--- config.mk ---
export PLATFORM = sky130hd
export DESIGN_NAME = gpu_irq_req
export DESIGN_NICKNAME = d
export VERILOG_FILES = /design/src/rtl/gpu_irq_req.sv
export SDC_FILE = /design/constraint.sdc
export NUM_CORES = 1
export LEC_CHECK = 0
export CELL_PAD_IN_SITES_DETAIL_PLACEMENT = 0
export CELL_PAD_IN_SITES_GLOBAL_PLACEMENT = 1
export CORE_MARGIN = 4
export CORE_UTILIZATION = 25
export CTS_CLUSTER_DIAMETER = 50
export CTS_CLUSTER_SIZE = 30
export DETAILED_ROUTE_END_ITERATION = 10
export PLACE_DENSITY_LB_ADDON = 0.08
export SYNTH_ARGS = -nofsm -noshare
export SYNTH_HDL_FRONTEND = slang
export SYNTH_SLANG_ARGS = --single-unit
--- constraint.sdc ---
create_clock -name i_clk -period 1.7 [get_ports i_clk]
set_input_delay 0.255 -clock i_clk [delete_from_list [all_inputs] [get_ports i_clk]]
set_output_delay 0.255 -clock i_clk [all_outputs]
set_load 0.05 [all_outputs]
--- src/rtl/gpu_irq_req.sv ---
// Interrupt-request sequencer in front of the GPU IRQ latch: queues GP0 0x1F
// requests, waits for an idle settle window, and emits set/clear pulses.
module gpu_irq_req #(
  parameter int PEND_W      = 2,
  parameter int IDLE_CYCLES = 4,
  parameter int IDLE_W      = 3
) (
  input  logic              i_clk,
  input  logic              i_rst,
  input  logic              i_gp0Valid,
  input  logic [7:0]        i_gp0Cmd,
  output logic              o_gp0Ready,
  input  logic              i_gp1Write,
  input  logic [7:0]        i_gp1Cmd,
  input  logic              i_engineBusy,
  output logic              o_setIRQ,
  output logic              o_rstIRQ,
  output logic [PEND_W-1:0] o_pendCount,
  output logic [1:0]        o_dbgState
);

  // GP0 handshake: a command transfers in any cycle where i_gp0Valid and
  // o_gp0Ready are both high; ready never depends on valid.
  typedef enum logic [1:0] {
    ST_IDLE  = 2'd0,
    ST_DRAIN = 2'd1,
    ST_ISSUE = 2'd2
  } state_t;

  localparam logic [PEND_W-1:0] PEND_MAX  = '1;
  localparam logic [IDLE_W-1:0] IDLE_LAST = IDLE_W'(IDLE_CYCLES - 1);

  state_t            state_q, state_d;
  logic [IDLE_W-1:0] idle_q, idle_d;
  logic [PEND_W-1:0] pend_q, pend_d;
  logic              rst_irq_q, rst_irq_d;

  logic gp1_ack, gp1_rst, accept, issue;

  assign gp1_ack    = i_gp1Write && (i_gp1Cmd == 8'h02);
  assign gp1_rst    = i_gp1Write && (i_gp1Cmd == 8'h00);
  assign o_gp0Ready = (i_gp0Cmd == 8'h1F) && (pend_q != PEND_MAX) && !i_rst;
  assign accept     = i_gp0Valid && o_gp0Ready;
  assign issue      = (state_q == ST_ISSUE);

  always_comb begin
    state_d   = state_q;
    idle_d    = idle_q;
    pend_d    = pend_q;
    rst_irq_d = gp1_ack || gp1_rst;

    if (accept && !issue) begin
      pend_d = pend_q + 1'b1;
    end else if (!accept && issue) begin
      pend_d = pend_q - 1'b1;
    end

    case (state_q)
      ST_IDLE: begin
        idle_d = '0;
        if (pend_q != '0) state_d = ST_DRAIN;
      end
      ST_DRAIN: begin
        if (i_engineBusy) begin
          idle_d = '0;
        end else if (idle_q == IDLE_LAST) begin
          // Hold back one cycle if an acknowledge would clear the latch
          // in the same cycle we set it; the set then lands after the clear.
          if (!gp1_ack) state_d = ST_ISSUE;
        end else begin
          idle_d = idle_q + 1'b1;
        end
      end
      ST_ISSUE: begin
        idle_d  = '0;
        state_d = (pend_d != '0) ? ST_DRAIN : ST_IDLE;
      end
      default: begin
        state_d = ST_IDLE;
        idle_d  = '0;
      end
    endcase

    if (gp1_rst) begin
      pend_d  = '0;
      state_d = ST_IDLE;
      idle_d  = '0;
    end
  end

  always_ff @(posedge i_clk) begin
    if (i_rst) begin
      state_q   <= ST_IDLE;
      idle_q    <= '0;
      pend_q    <= '0;
      rst_irq_q <= 1'b0;
    end else begin
      state_q   <= state_d;
      idle_q    <= idle_d;
      pend_q    <= pend_d;
      rst_irq_q <= rst_irq_d;
    end
  end

  assign o_setIRQ    = issue;
  assign o_rstIRQ    = rst_irq_q;
  assign o_pendCount = pend_q;
  assign o_dbgState  = state_q;

endmodule

Word-level counts from Yosys, hierarchy flattened
Cells that the tools add are included.
{"block": "totals", "ff_bits": 8, "inputBits": 21, "out_inout_bits": 7, "word_cells": 44}
{"block": "classes", "add_sub_neg": 3, "n_eq_ne": 10, "muxes": 8, "n_bitwise": 1, "n_reduce_logical": 18}
{"cell": "2-bit 2-to-1 mux", "count": 6}
{"cell": "2-bit != test (second input constant)", "count": 5}
{"cell": "8-bit by 2-bit == test with 1-bit output (second input constant)", "count": 1}
{"cell": "8-bit by 5-bit == test with 1-bit output (second input constant)", "count": 1}
{"cell": "8-bit logical NOT", "count": 1}
{"cell": "1-bit logical AND", "count": 7}
{"cell": "2-bit one-hot mux with 3 select lines", "count": 1}
{"cell": "4-bit AND reduction", "count": 1}
{"cell": "2-bit nonzero test", "count": 2}
{"cell": "4-bit OR reduction", "count": 1}
{"cell": "3-bit by 1-bit adder with 3-bit output (second input constant)", "count": 1}
{"cell": "3-bit by 2-bit == test with 1-bit output (second input constant)", "count": 1}
{"cell": "1-bit logical NOT", "count": 3}
{"cell": "2-bit by 1-bit adder with 2-bit output (second input constant)", "count": 1}
{"cell": "2-bit by 1-bit == test with 1-bit output (second input constant)", "count": 1}
{"cell": "2-bit == test (second input constant)", "count": 1}
{"cell": "2-bit logical NOT", "count": 1}
{"cell": "2-bit OR reduction", "count": 1}
{"cell": "2-bit by 1-bit subtractor with 2-bit output (second input constant)", "count": 1}
{"cell": "1-bit logical OR", "count": 1}
{"cell": "1-bit 2-to-1 mux", "count": 1}
{"cell": "1-bit inverter", "count": 1}

Logic depth before layout (Yosys ltp)
Gate-level depths: netlist of the first run.
{"block": "logic_depth", "depth_word": 11, "depth_mapped": 6, "mapped_depth_nobuf": 6}

Least setup slack after synthesis of the first run
No wires, ideal clock.
{"block": "synth_timing", "path_kind": "register to register", "from": "register state_q[1] (netlist: o_dbgState[1])", "to": "register pend_q[1] (netlist: o_pendCount[1])", "setup_ps": 91, "arrival_ps": 2164, "required_ps": 1609, "slack_ps": -555, "path_stages_with_launch": 5, "n_path_buf": 0, "period_less_slack_ps": 2255, "path_cell_list": "dfxtp_1 nor2b_1 nand3b_1 a221oi_1 a311oi_1"}
{"block": "synth_between", "elab_chain_len": 4, "word_cells_on_any_way": 6, "cone_classes": "1 x eq/ne; 2 x mux; 3 x reduce/logical"}
{"element": "from (decl)", "line_no": "33", "source": "state_t state_q, state_d;"}
{"element": "from (signal assigned)", "line_no": "98", "source": "state_q <= state_d;"}
{"element": "2-bit == test *", "line_no": "44", "source": "assign issue = (state_q == ST_ISSUE);"}
{"element": "net o_setIRQ", "line_no": "16", "source": "output logic o_setIRQ,"}
{"element": "1-bit logical AND or 1-bit logical NOT (tied branches)", "line_no": "54, 52"}
{"element": "2-bit 2-to-1 mux or 1-bit logical AND (tied branches)", "line_no": "54, 52"}
{"element": "2-bit 2-to-1 mux *", "line_no": "52", "source": "if (accept && !issue) begin"}
{"element": "to (signal assigned)", "line_no": "100", "source": "pend_q <= pend_d;"}
{"element": "to (decl)", "line_no": "35", "source": "logic [PEND_W-1:0] pend_q, pend_d;"}
The timed path passes the listed nets; every way through them passes the cells marked *.
A chain may end at the register's enable or synchronous reset.

Final worst setup path of the first run
{"block": "layout_timing", "from": "input port i_rst", "to": "output port o_gp0Ready"}
{"block": "layout_between", "elab_chain_len": 2}
{"element": "from (decl)", "line_no": "9", "source": "input logic i_rst,"}
{"element": "1-bit logical NOT", "line_no": "42", "source": "assign o_gp0Ready = (i_gp0Cmd == 8'h1F) && (pend_q != PEND_MAX) && !i_rst;"}
{"element": "1-bit logical AND", "line_no": "42"}
{"element": "to (decl)", "line_no": "12", "source": "output logic o_gp0Ready,"}
Every way passes these cells.

==> impl_summary.log, run 1 <==
INFO  metric synth_commonest_cells = 9 x sky130_fd_sc_hd__nor2_1, 8 x sky130_fd_sc_hd__dfxtp_1, 4 x sky130_fd_sc_hd__ha_1, 4 x sky130_fd_sc_hd__inv_1, 4 x sky130_fd_sc_hd__nand2_1
INFO  metric cp_cell_sequence = clkdlybuf4s50_1 -> nor4_4 -> and4_4 -> buf_12
INFO  metric cts-hold-fix-buffers = 0
INFO  metric power.static_leakage = between 0.3 and 0.4 nW
INFO  metric cp_data_required_time = 1.44 ns
INFO  metric setup.worst_path.end = o_gp0Ready
INFO  metric fp.dieH = between 50 and 60 µm
INFO  metric fin_crit_sh = 94.9%
INFO  metric worst_hold_path_class = flop to flop
INFO  metric fin_nets = around 120
INFO  metric skew = 0.000566 ns
INFO  metric tritoncts.num_buffers = 3
INFO  metric vdd_drop_max = 459 µV
INFO  metric asyncSetResetFlopFracSynth = 0%
INFO  metric crit_cells = 4
INFO  metric final_design_area_no_fill = 956 µm²
INFO  metric critical_path.top_delay_family = buffers and inverters
INFO  metric wl_per_cell = 12.4 µm
INFO  metric worst_setup_path_startpoint = i_rst
INFO  metric synth_area_leader_cell = sky130_fd_sc_hd__dfxtp_1
INFO  metric globalRoute.totalOverflow = 0
INFO  metric route.antenna.remaining_nets = 0
INFO  metric crit_path_start_kind = primary input
INFO  metric synth-edff-count = 0
INFO  metric drt_pre_antenna_iters = 4
INFO  metric arrival = 1.36 ns
INFO  metric synth_top_area_share = approximately 33%
INFO  metric clk_transition_reported_paths = about 0.05 ns
INFO  metric ys_types = 26
INFO  metric worst_hold_path.num_cells = 2
INFO  metric synth_flop_cell = sky130_fd_sc_hd__dfxtp_1
INFO  metric nFillCells = 186
INFO  metric worst_path_largest_cell_delay = about 0.46 ns
INFO  metric worstMarginPinSlew = about 0.38 ns
INFO  metric drt_iter0_drc = 7
INFO  metric drcViolationCount = 0
INFO  metric wirelength = 1480 µm
INFO  metric via_per_inst = 4.70
INFO  metric tritoncts = yes
INFO  metric timing_hold_violations_final = 0
INFO  metric coreArea = 1780 µm²
INFO  metric clock_sinks = 8
INFO  metric synthesis.instances = 55
INFO  metric proportion_of_synthesized_chip_area_in_sequential_cells = around a third
INFO  metric final_estimated_routing_congestion_in_global_placement = 0.675
INFO  metric io_buffer_count = 27
INFO  metric fp.dieW = 52.2 µm
INFO  metric via_count = 559
INFO  metric r2r_end = o_dbgState[0]$_SDFFE_PP0P_
INFO  metric worstPathBufferInverterCount = 2
INFO  metric period_needed = between 1.5 and 2 ns
INFO  metric netlist_top_cells_area = sky130_fd_sc_hd__dfxtp_1 33%, sky130_fd_sc_hd__ha_1 10%, sky130_fd_sc_hd__nor2_1 6.9%
INFO  metric clk-insertion-delay-late = roughly 0.25 ns
INFO  metric yosysMostFrequentCell = sky130_fd_sc_hd__nor2_1
INFO  metric headroom_to_the_max_slew_limit = 74.6%
INFO  metric reg2reg_from = o_pendCount[1]$_SDFF_PP0_
INFO  metric power.density = 519 nW/µm²
INFO  metric antenna_diode_instance_count = 0
INFO  metric grt_start_max_net_pins = 9
INFO  metric maxClockFrequency = ~0.62 GHz
INFO  metric pin_count = 28
INFO  metric grt_pass1_wl = between 2000 and 2500 µm
INFO  metric outcome = complete, no violations
INFO  metric fin_tns_setup = 0 ns
INFO  metric grt_antenna_before_repair = 0
INFO  metric cts_root_buffer = sky130_fd_sc_hd__clkbuf_4
INFO  metric worst_path_max_delay_cell = sky130_fd_sc_hd__clkdlybuf4s50_1
INFO  metric report.final.slew_viol_count = 0
INFO  metric via_count_of_the_first_global_routing_pass = 560
INFO  metric setup.worst_path.end_class = output port
INFO  metric share_of_cells_above_drive_strength_1 = 30.9%
INFO  metric synth_nets = 80
INFO  metric cp_max_fo = 2
INFO  metric areaGrowthSynthToFinish = 95.9%
INFO  metric worst-setup-path-type = primary input to output port
INFO  metric place_inst = 114
INFO  metric post-dp-hpwl = approximately 1200 µm
INFO  metric yosys_warnings = 0
INFO  metric postSynthRegisterBits = 8
INFO  metric initial_core_utilization = between 20% and 30%
INFO  metric cts-htree-levels = 1
INFO  metric worst-r2r-cell-count = 7
INFO  metric syn_area = just under 500 µm²
INFO  metric grtUsageTotal = between 10% and 20%
INFO  metric reg2reg_slack = 0.18 ns
INFO  metric maximum_number_of_buffers_from_clock_root_to_sink = 2
INFO  metric dpl_cell_area = about 890 µm²
INFO  metric count_of_non_filler_cells_in_the_finished_layout = 119
INFO  metric max-cap-violations = 0
INFO  metric dieArea = 2720 µm²
INFO  metric syn-mean-instance-area = 8.87 µm²
INFO  metric placement_rows = 15
INFO  metric setup_viol = 0
==> registers in the layout, summed over array words and instances (netlist names) <==
signal       cells
idle_q           3
o_dbgState       2
o_pendCount      2
o_rstIRQ         1
==> cells by family (layout without fill, tap and decap cells) <==
kind of cell / Yosys count / count (layout) / share of synthesized area (%)
compound gates: 9 / 9 / 14.6
xor+xnor: 3 / 3 / 5.39
fa+ha+maj: 4 / 4 / 10.3
buf+inv: 4 / 43 / 3.08
flops: 8 / 8 / 32.8
mux: 2 / 2 / 4.10
simple gates: 25 / 25 / 29.7
==> layer usage <==
metal	track usage [%]	routed length, µm	vias to the layer above
met5	0	0	-
met4	1.28	0	0
met3	5.13	122	0
met2	19.2	691	17
met1	15.2	663	258
li1	-	-	284
==> what timing repair did <==
item / 4_1_cts / 5_1_grt
setup endpoints to repair: 1 / 3
setup buffers: 2 / 1
gates cloned: 0 / 0
gates resized for setup: 3 / 3
pin swaps: 2 / 3
==> through the flow <==
step / total power [W] / worst slack, ns / hold WS [ns] / util (%)
3_3_place_gp: 0.000342 / -0.126 / 0.465 / 49.7
6_report: 0.000496 / 0.0864 / 0.487 / 53.6
4_1_cts: 0.000498 / -0.0157 / 0.495 / 52.6
3_5_place_dp: 0.000343 / -0.146 / 0.481 / 49.7
5_1_grt: 0.000526 / -0.000657 / 0.545 / 53.6
2_1_floorplan: 0.000262 / 0.0538 / 0.327 / -
==> worst min-delay path, stage by stage (launching register included) <==
cell and delay (ns):
sky130_fd_sc_hd__dfxtp_1 0.32, sky130_fd_sc_hd__a21oi_1 0.06, sky130_fd_sc_hd__nor2_1 0.07
==> placed cells by master (no fill, tap or decap), types with 2 or more instances in the layout <==
cell / Yosys / routed
sky130_fd_sc_hd__buf_12: 0 / 3
sky130_fd_sc_hd__ha_1: 4 / 3
sky130_fd_sc_hd__nand2_1: 4 / 4
sky130_fd_sc_hd__clkdlybuf4s50_1: 0 / 18
sky130_fd_sc_hd__xnor2_1: 2 / 2
sky130_fd_sc_hd__buf_4: 0 / 13
sky130_fd_sc_hd__and3_1: 2 / 2
sky130_fd_sc_hd__mux2i_1: 2 / 2
sky130_fd_sc_hd__dfxtp_4: 0 / 2
sky130_fd_sc_hd__nor2_1: 9 / 9
sky130_fd_sc_hd__clkbuf_4: 0 / 3
sky130_fd_sc_hd__inv_1: 4 / 4
sky130_fd_sc_hd__o2111ai_1: 2 / 2
sky130_fd_sc_hd__dlymetal6s2s_1: 0 / 2
sky130_fd_sc_hd__dfxtp_1: 8 / 5
==> power by group <==
part	internal, W	switching (W)
registers	0.000194	0.0000133
clock network	0.0000808	0.0000650
logic	0.0000837	0.0000592
total	0.000358	0.000138
==> worst min-delay path by stage <==
stage	start	endpoint	slack, ns
after global routing	idle_q[2]$_SDFFE_PP0N_	idle_q[2]$_SDFFE_PP0N_	0.55
after CTS	idle_q[2]$_SDFFE_PP0N_	idle_q[2]$_SDFFE_PP0N_	0.49
after detailed placement	idle_q[2]$_SDFFE_PP0N_	idle_q[2]$_SDFFE_PP0N_	0.48
final	idle_q[2]$_SDFFE_PP0N_	idle_q[2]$_SDFFE_PP0N_	0.49
after global placement	idle_q[2]$_SDFFE_PP0N_	idle_q[2]$_SDFFE_PP0N_	0.46
after floorplan	i_rst	o_rstIRQ$_SDFF_PP0_	0.33
==> final cells by class <==
cell class                 count  area, µm²  area share (%)
inverter                       4       15.0            1.57
sequential                     8        169            17.7
tap                           25       31.3            3.27
multi-input combinational     43        355            37.2
clock buffer                   3       22.5            2.36
timing repair buffer          36        363            38.0
No activity file was read; power rests on OpenSTA's default activity.
==> run 2: changes to the inputs <==
- SLEW_MARGIN: default -> 20
==> results of run 2 <==
Final layout, timing and power as in run 1 (identical DEF).
==> run 3: changes to the inputs <==
- RECOVER_POWER: default -> 25
==> impl_summary.log, run 3 (synthesis results as in run 1) <==
INFO  metric grtUsageTotal = 11.9%
INFO  metric layout.cells.most_common = sky130_fd_sc_hd__clkdlybuf4s50_1
INFO  metric globalRoute.totalOverflow = 0
INFO  metric final_estimated_routing_congestion_in_global_placement = 0.675
INFO  metric top_usage_layer = met2
INFO  metric max-cap-violations = 0
INFO  metric cts-hold-fix-buffers = 0
INFO  metric maximum_number_of_buffers_from_clock_root_to_sink = 2
INFO  metric share_of_cells_above_drive_strength_1 = between 20% and 30%
INFO  metric wirelength = 1470 µm
INFO  metric setup_viol = 0
INFO  metric cp_cell_sequence = clkdlybuf4s50_1 -> nor4_4 -> and4_4 -> buf_12
INFO  metric io_buffer_count = 27
INFO  metric grt_pass1_wl = ~2500 µm
INFO  metric cp_data_required_time = around 1.4 ns
INFO  metric final.hold.worst_slack = 0.487 ns
INFO  metric sequentialPowerShare = 41.8%
INFO  metric power.density = around 520 nW/µm²
INFO  metric cp_max_fo = 2
INFO  metric maxClockFrequency = 0.620 GHz
INFO  metric outcome = complete, no violations
INFO  metric placement_rows = 15
INFO  metric post-dp-hpwl = 1220 µm
INFO  metric dpl_cell_area = approximately 890 µm²
INFO  metric headroom_to_the_max_slew_limit = 60.4%
INFO  metric dieArea = 2720 µm²
INFO  metric use_met2 = slightly below 20%
INFO  metric period_needed = 1.61 ns
INFO  metric drcViolationCount = 0
INFO  metric report.final.slew_viol_count = 0
INFO  metric arrival = 1.36 ns
INFO  metric groute.layer.met3.usage = 5.13%
INFO  metric antenna_diode_instance_count = 0
INFO  metric worst_path_max_delay_cell = sky130_fd_sc_hd__clkdlybuf4s50_1
INFO  metric net_switching_power = 0.000138 W
INFO  metric power.share.switching = ~28%
INFO  metric wl_per_cell = 12.4 µm
INFO  metric grt_start_max_net_pins = 9
INFO  metric tritoncts = yes
INFO  metric top_library_cells_by_usage_in_the_layout_fill_and_taps_aside = 18 x sky130_fd_sc_hd__clkdlybuf4s50_1, 10 x sky130_fd_sc_hd__buf_4, 9 x sky130_fd_sc_hd__nor2_1, 5 x sky130_fd_sc_hd__dfxtp_1
INFO  metric areaGrowthSynthToFinish = 93.6%
INFO  metric final_design_area_no_fill = 945 µm²
INFO  metric clk_transition_reported_paths = 0.05 ns
INFO  metric via_per_inst = between 4 and 5
INFO  metric fin_nets = 121
INFO  metric grt_antenna_before_repair = 0
INFO  metric worst_hold_path_class = flop to flop
INFO  metric drt_pre_antenna_iters = 4
INFO  metric worstMarginPinSlew = 0.596 ns
INFO  metric power.static_leakage = between 0.3 and 0.4 nW
INFO  metric clock_sinks = 8
INFO  metric cts-htree-levels = 1
INFO  metric timing_hold_violations_final = 0
INFO  metric clk_network_pwr_share = 29.4%
INFO  metric initial_core_utilization = 27.4%
INFO  metric drt_iter0_drc = 5
INFO  metric vdd_drop_max = 459 µV
INFO  metric internal-power = 0.000358 W
INFO  metric via_count_of_the_first_global_routing_pass = 560
INFO  metric gr-usage-met1 = 15.2%
INFO  metric route.antenna.remaining_nets = 0
INFO  metric coreArea = between 1500 and 2000 µm²
INFO  metric fp.dieH = 52.2 µm
INFO  metric tritoncts.num_buffers = 3
INFO  metric worst_path_largest_cell_delay = 0.46 ns
INFO  metric setup.worst_path.end_class = output port
INFO  metric pin_count = 28
INFO  metric skew = 0.000554 ns
INFO  metric fp.dieW = approximately 52 µm
INFO  metric timing.final.ws_setup = approximately 0.086 ns
INFO  metric fin_crit_sh = about 95%
INFO  metric largest-register = idle_q
INFO  metric dp_slack = -0.146 ns
INFO  metric crit_path_start_kind = primary input
INFO  metric clk-insertion-delay-late = 0.25 ns
INFO  metric via_count = about 560
INFO  metric worst-setup-path-type = primary input to output port
INFO  metric combPwrFrac = 28.8%
INFO  metric cts_root_buffer = sky130_fd_sc_hd__clkbuf_4
INFO  metric largest_register_ffs = 3
-- run 3: cell count changes in the layout (fill, tap and decap cells not counted) --
cell	delta
sky130_fd_sc_hd__buf_4	-3
sky130_fd_sc_hd__clkbuf_1	+3
-- run 3: final timing paths --
check / end / slack [ns] / start / cells past startpoint
max: o_gp0Ready / 0.09 / i_rst / 4
min: idle_q[2]$_SDFFE_PP0N_ / 0.49 / idle_q[2]$_SDFFE_PP0N_ / 2
max reg2reg: o_dbgState[0]$_SDFFE_PP0P_ / 0.17 / o_pendCount[1]$_SDFF_PP0_ / 7
min reg2reg: idle_q[2]$_SDFFE_PP0N_ / 0.49 / idle_q[2]$_SDFFE_PP0N_ / 2
-- run 3: power groups by stage --
stage               registers (W)  clock network (W)  logic [W]
floorplan                0.000230                  0  0.0000319
global placement         0.000213                  0   0.000129
detailed placement       0.000213                  0   0.000130
CTS                      0.000207           0.000150   0.000141
global route             0.000209           0.000163   0.000153
finish                   0.000207           0.000146   0.000143
-- run 3: timing repair --
item / in CTS / in global routing
pin swaps: 2 / 3
resized for setup: 3 / 3
buffers inserted: 2 / 1
endpoints found under the setup margin: 1 / 3
-- run 3: final cells by class --
type                    count  area [µm²]
inverters                   4        15.0
clock buffers               3        22.5
fillers                   190         838
flip-flops and latches      8         169
well taps                  25        31.3
multi-input cells          43         355
repair buffers             36         352
-- run 3: through the flow --
| stage | total power (W) | std cells | utilization [%] | TNS, ns |
|---|---|---|---|---|
| 3_3_place_gp | 0.000342 | 114 | 49.7 | -0.289 |
| 5_1_grt | 0.000525 | 119 | 53.0 | -0.000657 |
| 4_1_cts | 0.000498 | 118 | 52.6 | -0.0157 |
| 6_report | 0.000496 | 119 | 53.0 | 0 |
| 2_1_floorplan | 0.000262 | 55 | - | 0 |
| 3_5_place_dp | 0.000343 | 114 | 49.7 | -0.352 |
-- run 3: layer usage --
metal  share of wire [%]  up-vias  wire, µm
li1                    -      285         -
met1                  44      260       651
met2                  47       17       692
met3                 8.8        0       129
met4                   0        0         0
met5                   0        -         0
-- run 3: worst max-delay path, delay by kind of cell --
kind,cells,cell delay [ns]
AND/OR/NAND/NOR,2,0.50
buffers and inverters,2,0.60
